## config.mk

```make
export PLATFORM = sky130hd
export DESIGN_NAME = mem_port_arbiter_flat
export DESIGN_NICKNAME = d
export VERILOG_FILES = /design/src/rtl/mem_arb_pkg.sv /design/src/rtl/mem_port_arbiter_if.sv /design/src/rtl/mem_arb_stall_gen.sv /design/src/rtl/mem_port_arbiter.sv /design/src/flat_wrapper.sv
export SDC_FILE = /design/constraint.sdc
export NUM_CORES = 1
export LEC_CHECK = 0
export ABC_AREA = 1
export BUFFER_PORTS_ARGS = -buffer_cell sky130_fd_sc_hd__clkbuf_2
export CAP_MARGIN = 15
export CORE_ASPECT_RATIO = 1.2
export CORE_MARGIN = 2
export CORE_UTILIZATION = 43
export CTS_BUF_LIST = sky130_fd_sc_hd__clkbuf_8
export DETAILED_ROUTE_END_ITERATION = 8
export PLACE_DENSITY_LB_ADDON = 0.08
export SYNTH_ARGS = -nofsm -noshare
export SYNTH_HDL_FRONTEND = slang
export SYNTH_SLANG_ARGS = --single-unit
```

## constraint.sdc

```tcl
create_clock -name clk -period 1.2 [get_ports clk]
set_input_delay 0.12 -clock clk [delete_from_list [all_inputs] [get_ports clk]]
set_output_delay 0.12 -clock clk [all_outputs]
set_load 0.02 [all_outputs]
```

## src/rtl/mem_arb_pkg.sv

```systemverilog
// Shared types and default sizing for the unified-memory port arbiter.
package mem_arb_pkg;

  localparam int DEF_AW      = 32;
  localparam int DEF_DW      = 32;
  localparam int DEF_TIMEOUT = 255;

  typedef enum logic [1:0] {IDLE, ISSUE, RESP} state_t;
  typedef enum logic [1:0] {OWN_NONE, OWN_IF, OWN_D} owner_t;

endpackage

```

## src/rtl/mem_port_arbiter_if.sv

```systemverilog
// Fetch, data and memory handshake bundle; slave = arbiter view, master = requesters + memory.
interface mem_port_arbiter_if import mem_arb_pkg::*; #(
  parameter int AW = DEF_AW,
  parameter int DW = DEF_DW
);
  logic          if_req;
  logic [AW-1:0] if_addr;
  logic [DW-1:0] if_rdata;
  logic          if_ack;

  logic          d_req;
  logic          d_we;
  logic [AW-1:0] d_addr;
  logic [DW-1:0] d_wdata;
  logic [DW-1:0] d_rdata;
  logic          d_ack;

  logic          mem_req;
  logic          mem_we;
  logic [AW-1:0] mem_addr;
  logic [DW-1:0] mem_wdata;
  logic [DW-1:0] mem_rdata;
  logic          mem_ready;

  modport slave (
    input  if_req, if_addr, d_req, d_we, d_addr, d_wdata, mem_rdata, mem_ready,
    output if_rdata, if_ack, d_rdata, d_ack, mem_req, mem_we, mem_addr, mem_wdata
  );

  modport master (
    output if_req, if_addr, d_req, d_we, d_addr, d_wdata, mem_rdata, mem_ready,
    input  if_rdata, if_ack, d_rdata, d_ack, mem_req, mem_we, mem_addr, mem_wdata
  );
endinterface

```

## src/rtl/mem_arb_stall_gen.sv

```systemverilog
// Pipeline freeze logic: every stage enable drops while a memory request is unacknowledged.
module mem_arb_stall_gen (
  input  logic rst,
  input  logic if_req,
  input  logic if_ack,
  input  logic d_req,
  input  logic d_ack,
  output logic pc_write_en,
  output logic ifid_en,
  output logic idex_en,
  output logic exmem_en,
  output logic memwb_en
);
  logic advance;

  // The ack cycle itself lets the pipeline advance, so the requester sees its data once.
  assign advance     = ~rst & ~((if_req & ~if_ack) | (d_req & ~d_ack));
  assign pc_write_en = advance;
  assign ifid_en     = advance;
  assign idex_en     = advance;
  assign exmem_en    = advance;
  assign memwb_en    = advance;
endmodule

```

## src/rtl/mem_port_arbiter.sv

```systemverilog
// Fetch/data arbiter for one single-ported memory, data has fixed priority.
// Optional ISSUE watchdog enabled by defining ARB_TIMEOUT_EN.
module mem_port_arbiter import mem_arb_pkg::*; #(
  parameter int AW      = DEF_AW,
  parameter int DW      = DEF_DW,
  parameter int TIMEOUT = DEF_TIMEOUT
) (
  input  logic                clk,
  input  logic                rst,
  mem_port_arbiter_if.slave   bus,
  output logic                pc_write_en,
  output logic                ifid_en,
  output logic                idex_en,
  output logic                exmem_en,
  output logic                memwb_en,
  output logic                err
);
  localparam int CNT_W = (TIMEOUT > 1) ? $clog2(TIMEOUT + 1) : 1;
  typedef logic [CNT_W-1:0] cnt_t;

  state_t        state;
  owner_t        owner;
  logic          timeout_hit;
  logic          finish;
  logic [DW-1:0] resp_data;

`ifdef ARB_TIMEOUT_EN
  cnt_t issue_cnt;

  // The final waiting ISSUE cycle is the one where the count equals TIMEOUT-1.
  assign timeout_hit = (state == ISSUE) && !bus.mem_ready && (issue_cnt == cnt_t'(TIMEOUT - 1));

  always_ff @(posedge clk) begin
    if (rst) begin
      issue_cnt <= '0;
      err       <= 1'b0;
    end else begin
      if (state == IDLE && (bus.d_req || bus.if_req))
        issue_cnt <= '0;
      else if (state == ISSUE)
        issue_cnt <= issue_cnt + cnt_t'(1);
      if (timeout_hit)
        err <= 1'b1;
    end
  end
`else
  assign timeout_hit = 1'b0;
  assign err         = 1'b0;
`endif

  assign finish    = (state == ISSUE) && (bus.mem_ready || timeout_hit);
  assign resp_data = bus.mem_ready ? bus.mem_rdata : {DW{1'b0}};

  // NOTE: state and outputs are registers, so every assignment here is non-blocking;
  // blocking ones would make later reads in this block see this cycle's new value.
  always_ff @(posedge clk) begin
    if (rst) begin
      state         <= IDLE;
      owner         <= OWN_NONE;
      bus.mem_req   <= 1'b0;
      bus.mem_we    <= 1'b0;
      bus.mem_addr  <= {AW{1'b0}};
      bus.mem_wdata <= {DW{1'b0}};
      bus.if_rdata  <= {DW{1'b0}};
      bus.d_rdata   <= {DW{1'b0}};
      bus.if_ack    <= 1'b0;
      bus.d_ack     <= 1'b0;
    end else begin
      bus.if_ack <= 1'b0;
      bus.d_ack  <= 1'b0;
      case (state)
        IDLE: begin
          if (bus.d_req) begin
            owner         <= OWN_D;
            bus.mem_addr  <= bus.d_addr;
            bus.mem_we    <= bus.d_we;
            bus.mem_wdata <= bus.d_wdata;
            bus.mem_req   <= 1'b1;
            state         <= ISSUE;
          end else if (bus.if_req) begin
            owner         <= OWN_IF;
            bus.mem_addr  <= bus.if_addr;
            bus.mem_we    <= 1'b0;
            bus.mem_req   <= 1'b1;
            state         <= ISSUE;
          end
        end
        ISSUE: begin
          if (finish) begin
            if (!bus.mem_we) begin
              if (owner == OWN_IF) bus.if_rdata <= resp_data;
              if (owner == OWN_D)  bus.d_rdata  <= resp_data;
            end
            bus.if_ack  <= (owner == OWN_IF);
            bus.d_ack   <= (owner == OWN_D);
            bus.mem_req <= 1'b0;
            bus.mem_we  <= 1'b0;
            state       <= RESP;
          end
        end
        RESP: begin
          owner <= OWN_NONE;
          state <= IDLE;
        end
        default: state <= IDLE;
      endcase
    end
  end

  mem_arb_stall_gen u_stall (
    .rst         (rst),
    .if_req      (bus.if_req),
    .if_ack      (bus.if_ack),
    .d_req       (bus.d_req),
    .d_ack       (bus.d_ack),
    .pc_write_en (pc_write_en),
    .ifid_en     (ifid_en),
    .idex_en     (idex_en),
    .exmem_en    (exmem_en),
    .memwb_en    (memwb_en)
  );
endmodule

```

## src/flat_wrapper.sv

```systemverilog
// flat-port wrapper written by rule: the top's interface ports become plain ports
module mem_port_arbiter_flat import mem_arb_pkg::*;
#(
  parameter int AW      = DEF_AW,
  parameter int DW      = DEF_DW,
  parameter int TIMEOUT = DEF_TIMEOUT
)
  (clk, rst, pc_write_en, ifid_en, idex_en, exmem_en, memwb_en, err, bus_if_req, bus_if_addr, bus_d_req, bus_d_we, bus_d_addr, bus_d_wdata, bus_mem_rdata, bus_mem_ready, bus_if_rdata, bus_if_ack, bus_d_rdata, bus_d_ack, bus_mem_req, bus_mem_we, bus_mem_addr, bus_mem_wdata);
  mem_port_arbiter_if #(.AW(AW), .DW(DW)) bus_i ();
  input  logic clk;
  input  logic rst;
  output logic pc_write_en;
  output logic ifid_en;
  output logic idex_en;
  output logic exmem_en;
  output logic memwb_en;
  output logic err;
  input wire logic [$bits(bus_i.if_req)-1:0] bus_if_req;
  input wire logic [$bits(bus_i.if_addr)-1:0] bus_if_addr;
  input wire logic [$bits(bus_i.d_req)-1:0] bus_d_req;
  input wire logic [$bits(bus_i.d_we)-1:0] bus_d_we;
  input wire logic [$bits(bus_i.d_addr)-1:0] bus_d_addr;
  input wire logic [$bits(bus_i.d_wdata)-1:0] bus_d_wdata;
  input wire logic [$bits(bus_i.mem_rdata)-1:0] bus_mem_rdata;
  input wire logic [$bits(bus_i.mem_ready)-1:0] bus_mem_ready;
  output wire logic [$bits(bus_i.if_rdata)-1:0] bus_if_rdata;
  output wire logic [$bits(bus_i.if_ack)-1:0] bus_if_ack;
  output wire logic [$bits(bus_i.d_rdata)-1:0] bus_d_rdata;
  output wire logic [$bits(bus_i.d_ack)-1:0] bus_d_ack;
  output wire logic [$bits(bus_i.mem_req)-1:0] bus_mem_req;
  output wire logic [$bits(bus_i.mem_we)-1:0] bus_mem_we;
  output wire logic [$bits(bus_i.mem_addr)-1:0] bus_mem_addr;
  output wire logic [$bits(bus_i.mem_wdata)-1:0] bus_mem_wdata;
  assign bus_i.if_req = bus_if_req;
  assign bus_i.if_addr = bus_if_addr;
  assign bus_i.d_req = bus_d_req;
  assign bus_i.d_we = bus_d_we;
  assign bus_i.d_addr = bus_d_addr;
  assign bus_i.d_wdata = bus_d_wdata;
  assign bus_i.mem_rdata = bus_mem_rdata;
  assign bus_i.mem_ready = bus_mem_ready;
  assign bus_if_rdata = bus_i.if_rdata;
  assign bus_if_ack = bus_i.if_ack;
  assign bus_d_rdata = bus_i.d_rdata;
  assign bus_d_ack = bus_i.d_ack;
  assign bus_mem_req = bus_i.mem_req;
  assign bus_mem_we = bus_i.mem_we;
  assign bus_mem_addr = bus_i.mem_addr;
  assign bus_mem_wdata = bus_i.mem_wdata;
  mem_port_arbiter #(.AW(AW), .DW(DW), .TIMEOUT(TIMEOUT)) u_core (.clk(clk), .rst(rst), .bus(bus_i), .pc_write_en(pc_write_en), .ifid_en(ifid_en), .idex_en(idex_en), .exmem_en(exmem_en), .memwb_en(memwb_en), .err(err));
endmodule
```

== Yosys cells after proc, flatten, opt, wreduce, memory -nomap -nowiden ==
Cells that the tools add are included.

* Output and inout bits: 138
* Input bits: 134
* Word-level logic and storage cells: 56
* Bits in registers: 136

* Reductions and logical operators: 13
* Multiplexer cells: 16
* Bitwise operators: 11
* Equality and inequality tests: 6

{| class="wikitable"
|+ Operators with widths
! cell !! count
|-
| $mux W32 || 3
|-
| $mux W2 || 4
|-
| $pmux W2 S2 || 2
|-
| $reduce_and A2 Y1 || 4
|-
| $reduce_and A4 Y1 || 2
|-
| $not A1 Y1 || 7
|-
| $reduce_bool A2 Y1 || 3
|-
| $mux W1 || 5
|-
| $eq A2 B1 Y1 const B || 2
|-
| $eq A2 B2 Y1 const B || 2
|-
| $pmux W1 S2 || 2
|-
| $and A1 B1 Y1 || 3
|-
| $ne A3 B3 Y1 const B || 1
|-
| $reduce_and A3 Y1 || 1
|-
| $reduce_or A3 Y1 || 1
|-
| $logic_not A2 Y1 || 1
|-
| $ne A2 B1 Y1 const B || 1
|-
| $logic_and A1 B1 Y1 || 1
|-
| $or A1 B1 Y1 || 1
|}

== Longest topological paths before layout ==
Gate-level depths: netlist of the first run.

* Depth in word-level cells: 5
* Mapped depth: 8
* Depth with buffers taken out: 6

== By module ==
From an unflattened synthesis of the first run, not the netlist that was laid out.

* Cell total of the unflattened synthesis: 820
* Area, all modules: 5869.4 um^2

{| class="wikitable"
|+ By module, submodules not included
! module !! area an instance (um^2) !! seq. area each (um^2) !! times used !! cells each
|-
| mem_port_arbiter || 5810.6 || 2722.6 || 1 || 809
|-
| mem_arb_stall_gen || 58.8 || 0.0 || 1 || 11
|}

== Least setup slack after synthesis of the first run ==
OpenSTA, ideal clock, no wires.

* Path kind: input -> output
* Start point: in bus_d_req
* End point: out idex_en
* Required time: 1.080 ns
* Path buffers: 3
* Cell stages on the path: 6
* Arrival: 1.272 ns
* Slack: -0.192 ns
* Cell sequence: buf_2 inv_2 buf_2 o22ai_1 nor2_1 buf_4

* Longest elaborated chain between the ends: 4

{| class="wikitable"
|+ RTL lines
! what !! RTL line !! source
|-
| start: declaration || flat_wrapper.sv:20 || <nowiki>input wire logic [$bits(bus_i.d_req)-1:0] bus_d_req;</nowiki>
|-
| $and A1 B1 Y1 || mem_arb_stall_gen.sv:17 || <nowiki>assign advance = ~rst & ~((if_req & ~if_ack) | (d_req & ~d_ack));</nowiki>
|-
| $or A1 B1 Y1 || mem_arb_stall_gen.sv:17 ||
|-
| $not A1 Y1 || mem_arb_stall_gen.sv:17 ||
|-
| $and A1 B1 Y1 || mem_arb_stall_gen.sv:17 ||
|-
| end: declaration || flat_wrapper.sv:14 || <nowiki>output logic idex_en;</nowiki>
|}

No other way between the ends.

== Final worst setup path of the first run ==
* Start point: reg u_core.state[0]
* End point: reg u_core.bus.d_rdata[8]

* Longest elaborated chain between the ends: 3

{| class="wikitable"
|+ RTL lines
! what !! RTL line !! source
|-
| start: declaration || mem_port_arbiter.sv:21 || <nowiki>state_t state;</nowiki>
|-
| start signal: assignment || mem_port_arbiter.sv:58 || <nowiki>state <= IDLE;</nowiki>
|-
| start signal: assignment || mem_port_arbiter.sv:79 || <nowiki>state <= ISSUE;</nowiki>
|-
| start signal: assignment || mem_port_arbiter.sv:85 || <nowiki>state <= ISSUE;</nowiki>
|-
| $eq A2 B1 Y1 (*) || mem_port_arbiter.sv:51, mem_port_arbiter.sv:71 ||
|-
| $logic_and A1 B1 Y1 || mem_port_arbiter.sv:51 || <nowiki>assign finish = (state == ISSUE) && (bus.mem_ready || timeout_hit);</nowiki>
|-
| $reduce_and A4 Y1 (no source line) (*) || n/a ||
|-
| end signal: assignment || mem_port_arbiter.sv:65 || <nowiki>bus.d_rdata <= {DW{1'b0}};</nowiki>
|-
| end signal: assignment || mem_port_arbiter.sv:92 || <nowiki>if (owner == OWN_D) bus.d_rdata <= resp_data;</nowiki>
|-
| end: declaration || mem_port_arbiter_if.sv:27 || <nowiki>output if_rdata, if_ack, d_rdata, d_ack, mem_req, mem_we, mem_addr, mem_wdata</nowiki>
|}

Every way passes the cells marked *; elsewhere a longest branch is shown, timed or not.
A chain may end at the register's enable or synchronous reset.

==> results of run 1 <==
-- routing by layer --
| metal | GRT usage (%) | vias to the layer above |
|---|---|---|
| met5 | 0 | - |
| met4 | 11.0 | 0 |
| met3 | 7.86 | 57 |
| met2 | 50.5 | 277 |
| met1 | 29.0 | 2982 |
| li1 | - | 3198 |
-- metrics by stage --
stage	std cells	TNS [ns]	cell area [µm²]	utilization [%]	hold WS [ns]
floorplan	802	-0.423	5450	-	0.269
global placement	1209	-0.104	7040	56.3	0.359
detailed placement	1209	-0.681	7040	56.3	0.364
CTS	1358	-10.67	9180	73.4	0.00000713
global route	1361	-21.64	9720	77.8	0.0381
finish	1361	-13.76	9720	77.8	0.0127
-- cells by family (layout without fill, tap and decap cells) --
family,Yosys count,in the layout,synth area share [%]
simple gates,501,501,35.7
flops,136,136,50.0
buf+inv,94,489,7.75
compound gates,70,70,6.46
other cells,1,1,0.0689
-- worst paths after layout --
path                           startpoint                       to  slack, ns  cells after the start
setup reg to reg          u_core.state[0]    u_core.bus.d_rdata[8]      -0.20                     10
hold / removal             bus_if_addr[5]   u_core.bus.mem_addr[5]       0.01                      5
hold reg to reg   u_core.bus.mem_addr[29]  u_core.bus.mem_addr[29]       0.47                      2
setup / recovery          u_core.state[0]    u_core.bus.d_rdata[8]      -0.20                     10
-- cell usage in the layout, fill, tap and decap left out, types with 7 or more instances in the layout --
cell type,synthesis,routed
nand2_4,0,11
clkbuf_8,0,19
nand2_1,231,183
nor2_2,0,39
inv_1,41,36
nor2_4,0,23
dlygate4sd3_1,0,81
buf_8,0,9
clkbuf_2,0,263
o21ai_1,14,24
buf_16,0,10
dfxtp_1,136,129
buf_12,0,18
o21ai_0,50,14
buf_4,10,20
o21ai_2,0,26
buf_6,0,7
nor2_1,259,197
nand2_2,0,36
-- flip-flops by register name (all words and copies together), names as in the netlist --
| register | count |
|---|---|
| u_core.state | 2 |
| u_core.bus.mem_wdata | 32 |
| u_core.bus.if_rdata | 32 |
| u_core.bus.mem_req | 1 |
| u_core.bus.if_ack | 1 |
| u_core.bus.d_ack | 1 |
| u_core.bus.mem_we | 1 |
| u_core.owner | 2 |
| u_core.bus.d_rdata | 32 |
| u_core.bus.mem_addr | 32 |
-- cell type report --
cell class	count	area (µm²)	share of cell area [%]
repair buffers	415	3290	33.8
multi-input cells	572	2900	29.8
flip-flops and latches	136	2730	28.1
clock buffers	18	248	2.55
well taps	164	205	2.11
clock inverters	14	174	1.79
inverters	42	171	1.76
-- timing repair --
| action | CTS | global route |
|---|---|---|
| endpoints found under the hold margin | 96 | 0 |
| buffers inserted | 21 | 4 |
| setup endpoints to repair | 78 | 139 |
| gates cloned | 15 | 6 |
| resized for setup | 93 | 192 |
| hold buffers | 81 | 0 |
| pin swaps | 37 | 56 |
-- worst max-delay path, cell delays in order, from the launching register on --
cell and delay, ns:
dfxtp_2 0.34, buf_6 0.10, nand3_4 0.08, buf_12 0.14, nor2_8 0.11, buf_6 0.15, buf_12 0.11, buf_12 0.11
nand2_1 0.06, nand2_1 0.06, nor2_1 0.04
-- power by group through the flow --
stage,sequential [mW],clock [mW],combinational [mW]
after floorplan,5.39,0,0.802
after global placement,5.04,0,1.91
after detailed placement,5.05,0,1.91
after CTS,4.96,4.06,2.34
after global routing,5.01,4.27,2.94
final,4.97,4.03,2.73
==> flow_metrics.tcl, run 1 <==
set metrics [dict create \
    drive_gt1_share_pct 43.9 \
    async_flop_share_pct 0 \
    cts_max_path_buffers 2 \
    drt_iter0_drc 267 \
    synthFlopType "dfxtp_1" \
    slew_viol_final 0 \
    post-place-ws_ns -0.0355 \
    rows 45 \
    synth-seq-cells 136 \
    switching_power_mw 3.58 \
    min-delay-path-class "input port to flop" \
    antennaDiodeCount 0 \
    yosys.area.top_type "dfxtp_1" \
    synth_edf_count 0 \
    clock_latency_ns 0.44 \
    synth_top_area_share_pct 50.0 \
    overflow 0 \
    io-pin-count 272 \
    grt_max_degree 60 \
    finalHoldViolCount 0 \
    syn_nets 936 \
    synth_cell_types 19 \
    avgRoutedWirePerCell_um 14.8 \
    synthCells 802 \
    ir_worst_vdd_mv 0.687 \
    clock.fmax_ghz 0.716 \
    drc 0 \
    power.share.clock_pct 34.3 \
    worst-setup-path-type "flop to flop" \
    fp.dieH_um 127 \
    wl_met3_mm 1.34 \
    netlist_area_mm2 0.00544 \
    yosys_warnings 0 \
    crit_path_start_kind "flop" \
    skew_ns 0.0131 \
    postRouteWirelength_mm 20.1 \
    h-tree-depth 4 \
    synthTopCellsByArea "dfxtp_1 (50%), nor2_1 (18%), nand2_1 (16%)" \
    viasPerCell 4.79 \
    ys_seq_area_share_pct 50.0 \
    period_share_pct 116 \
    dr_wl_met2_mm 10.7 \
    grt_usage_pct 27.4 \
    cp_data_arrival_time_ns 1.73 \
    grt_pass1_wl_mm 29.6 \
    p_leak_nw 4.95 \
    die_area_mm2 0.0136 \
    violations "setup timing" \
    cp_max_fo 8 \
    nets 1318 \
    grt_pass1_vias 6081 \
    wl_met1_mm 7.39 \
    clockRootBuffer "clkbuf_8" \
    synthTopCellsByCount "nor2_1 (259), nand2_1 (231), dfxtp_1 (136)" \
    setup_viol 131 \
    hpwl_mm 10.7 \
    status "complete, but fails checks" \
    cts_sinks 136 \
    power.density_mw_per_mm2 1210 \
    p_int_mw 8.15 \
    port_buffers 270 \
    area_delta_synth_final_pct 78.7 \
    cts_inserted_buffers 17 \
    ant_nets 0 \
    drv_cap 0 \
    swShare_pct 30.5 \
    synth.most_common_cell "nor2_1" \
    clkTransAtPathRegs_ns 0.08 \
    period_minus_slack_ns 1.40 \
    power_frac_seq_pct 42.4 \
    antenna_found_initial 1 \
    critPathCaptureType "flop" \
    routed.top_layer "met4" \
    gp_congestion 0.780 \
    syn_area_per_cell_um2 6.78 \
    cts_tree "yes" \
    rsz0062_at_grt "true" \
    dr_total_vias 6514 \
    start_util_pct 43.5 \
    finalPower_mw 11.7 \
    fillerInstances 872 \
    drt_pass1_iterations 5 \
    core_mm2 0.0125 \
    die_w_um 107 \
    required_ns 1.53 \
    setup_slack_ns -0.196 \
    p_comb_share_pct 23.3 \
]
Note: power is estimated with default switching activity, not from simulation.
==> inputs of run 2 (changes only) <==
--- a/config.mk
+++ b/config.mk
@@ -6,7 +6,7 @@
 export NUM_CORES = 1
 export LEC_CHECK = 0
 export ABC_AREA = 1
-export BUFFER_PORTS_ARGS = -buffer_cell sky130_fd_sc_hd__clkbuf_2
+export BUFFER_PORTS_ARGS = -buffer_cell sky130_fd_sc_hd__buf_2
 export CAP_MARGIN = 15
 export CORE_ASPECT_RATIO = 1.2
 export CORE_MARGIN = 2
==> run 2 against run 1 <==
Total power decreased by 1.9%. Critical path type unchanged. Sequential share of layout area increased by 0.62 points. Critical endpoint is now u_core.bus.if_rdata[26]. Die area unchanged. Critical path depth decreased by 2. Register-to-register slack improved by 0.03 ns. The run still ends with setup timing left. Largest cell class unchanged. Clock-buffer cell count increased by 1.
==> flow_metrics.tcl, run 2 (synthesis gave the netlist of run 1 again) <==
set metrics [dict create \
    violations "setup timing" \
    power.density_mw_per_mm2 1210 \
    power.share.clock_pct 34.1 \
    cp_max_fo 7 \
    hpwl_mm 10.7 \
    swShare_pct 29.5 \
    grt_max_degree 46 \
    port_buffers 270 \
    antennaDiodeCount 0 \
    clkTransAtPathRegs_ns 0.08 \
    critPathLaunch "u_core.state[0]" \
    ant_nets 0 \
    drive_gt1_share_pct 44.9 \
    fin_area_mm2 0.00950 \
    worstReg2RegStart "u_core.state[0]" \
    hold_depth 5 \
    drt_pass1_iterations 4 \
    overflow 0 \
    hold_path_startpoint "bus_if_addr[24]" \
    mostFrequentLayoutCell "buf_2" \
    cp_data_arrival_time_ns 1.69 \
    cts_tree "yes" \
    core_mm2 0.0125 \
    grt_pass1_wl_mm 25.5 \
    period_share_pct 114 \
    slew_viol_final 0 \
    fp.dieH_um 127 \
    setup_slack_ns -0.165 \
    finalHoldViolCount 0 \
    drt_iter0_drc 242 \
    p_leak_nw 4.98 \
    finalPower_mw 11.5 \
    skew_ns 0.00997 \
    final_cell_mix "buf_2 (264), nor2_1 (215), nand2_1 (156)" \
    h-tree-depth 4 \
    clock_latency_ns 0.43 \
    clock.fmax_ghz 0.733 \
    antenna_found_initial 0 \
    ir_worst_vdd_mv 0.802 \
    reg2reg_depth 8 \
    holdWs_ns 0.0190 \
    p_comb_share_pct 22.7 \
    avgRoutedWirePerCell_um 13.8 \
    gp_congestion 0.790 \
    rsz0062_at_grt "true" \
    critPathCaptureType "flop" \
    die_area_mm2 0.0136 \
    period_minus_slack_ns 1.36 \
    rows 45 \
    dp_cells 1216 \
    min-delay-path-class "input port to flop" \
    viasPerCell 4.63 \
    fillerInstances 944 \
    status "complete, but fails checks" \
    cts_max_path_buffers 2 \
    io-pin-count 272 \
    finalNonFillerCells 1350 \
    die_w_um 107 \
    drc 0 \
    switching_power_mw 3.39 \
    required_ns 1.53 \
    crit_path_start_kind "flop" \
    place_area_mm2 0.00712 \
    cts_inserted_buffers 17 \
    clockRootBuffer "clkbuf_8" \
    cts_sinks 136 \
    worst-setup-path-type "flop to flop" \
    dr_total_vias 6255 \
    finish.utilization_pct 76.0 \
    area_delta_synth_final_pct 74.6 \
    start_util_pct 43.5 \
    nets 1308 \
    grt_usage_pct 23.4 \
    power_frac_seq_pct 43.1 \
    drv_cap 0 \
    p_int_mw 8.12 \
    postRouteWirelength_mm 18.6 \
    grt_pass1_vias 5354 \
    setup_viol 125 \
]
## run 2: area by class of cell
| class | instances | area [µm²] | area share, % |
|---|---|---|---|
| repair buffers | 405 | 3110 | 32.7 |
| multi-input cells | 572 | 2880 | 30.3 |
| flip-flops and latches | 136 | 2730 | 28.7 |
| clock buffers | 19 | 262 | 2.75 |
| well taps | 164 | 205 | 2.16 |
| inverters | 42 | 171 | 1.80 |
| clock inverters | 12 | 150 | 1.58 |
## run 2: what timing repair did
action | 4_1_cts | 5_1_grt
endpoints found under the hold margin | 77 | 0
gates resized for setup | 44 | 210
endpoints found under the setup margin | 63 | 131
setup buffers | 8 | 13
pin swaps | 8 | 35
hold buffers | 65 | 0
cloned | 6 | 15
## run 2: per-layer routing
metal / GRT usage (%) / up-vias / share of wire [%]
met5: 0 / - / 0
met4: 8.17 / 0 / 1.7
met3: 6.53 / 24 / 6.3
met2: 42.0 / 218 / 53
met1: 26.5 / 2839 / 39
li1: - / 3174 / -
## run 2: final timing paths
check        slack [ns]                       to
max               -0.16  u_core.bus.if_rdata[26]
min                0.02  u_core.bus.mem_addr[24]
max reg2reg       -0.16  u_core.bus.if_rdata[26]
min reg2reg        0.46       u_core.bus.mem_req
## run 2: metrics by stage
step / TNS [ns] / setup WS [ns]
3_3_place_gp: -0.670 / -0.0244
6_report: -8.85 / -0.165
5_1_grt: -17.84 / -0.240
2_1_floorplan: -0.423 / -0.0212
4_1_cts: -2.10 / -0.169
3_5_place_dp: -2.06 / -0.0829
## run 2: critical path, stage by stage (launching register included)
cell,delay (ns)
dfxtp_2,0.35
buf_6,0.11
nand3_4,0.13
nor2_8,0.23
buf_6,0.15
buf_12,0.14
nand2_2,0.05
nand2_1,0.06
nor2_1,0.04
## run 2: power by group through the flow
stage | Clock [mW] | Combinational [mW] | Sequential [mW]
floorplan | 0 | 0.802 | 5.39
global placement | 0 | 1.93 | 5.03
detailed placement | 0 | 1.94 | 5.04
CTS | 4.00 | 2.17 | 4.94
global route | 4.19 | 2.82 | 5.00
finish | 3.93 | 2.62 | 4.96
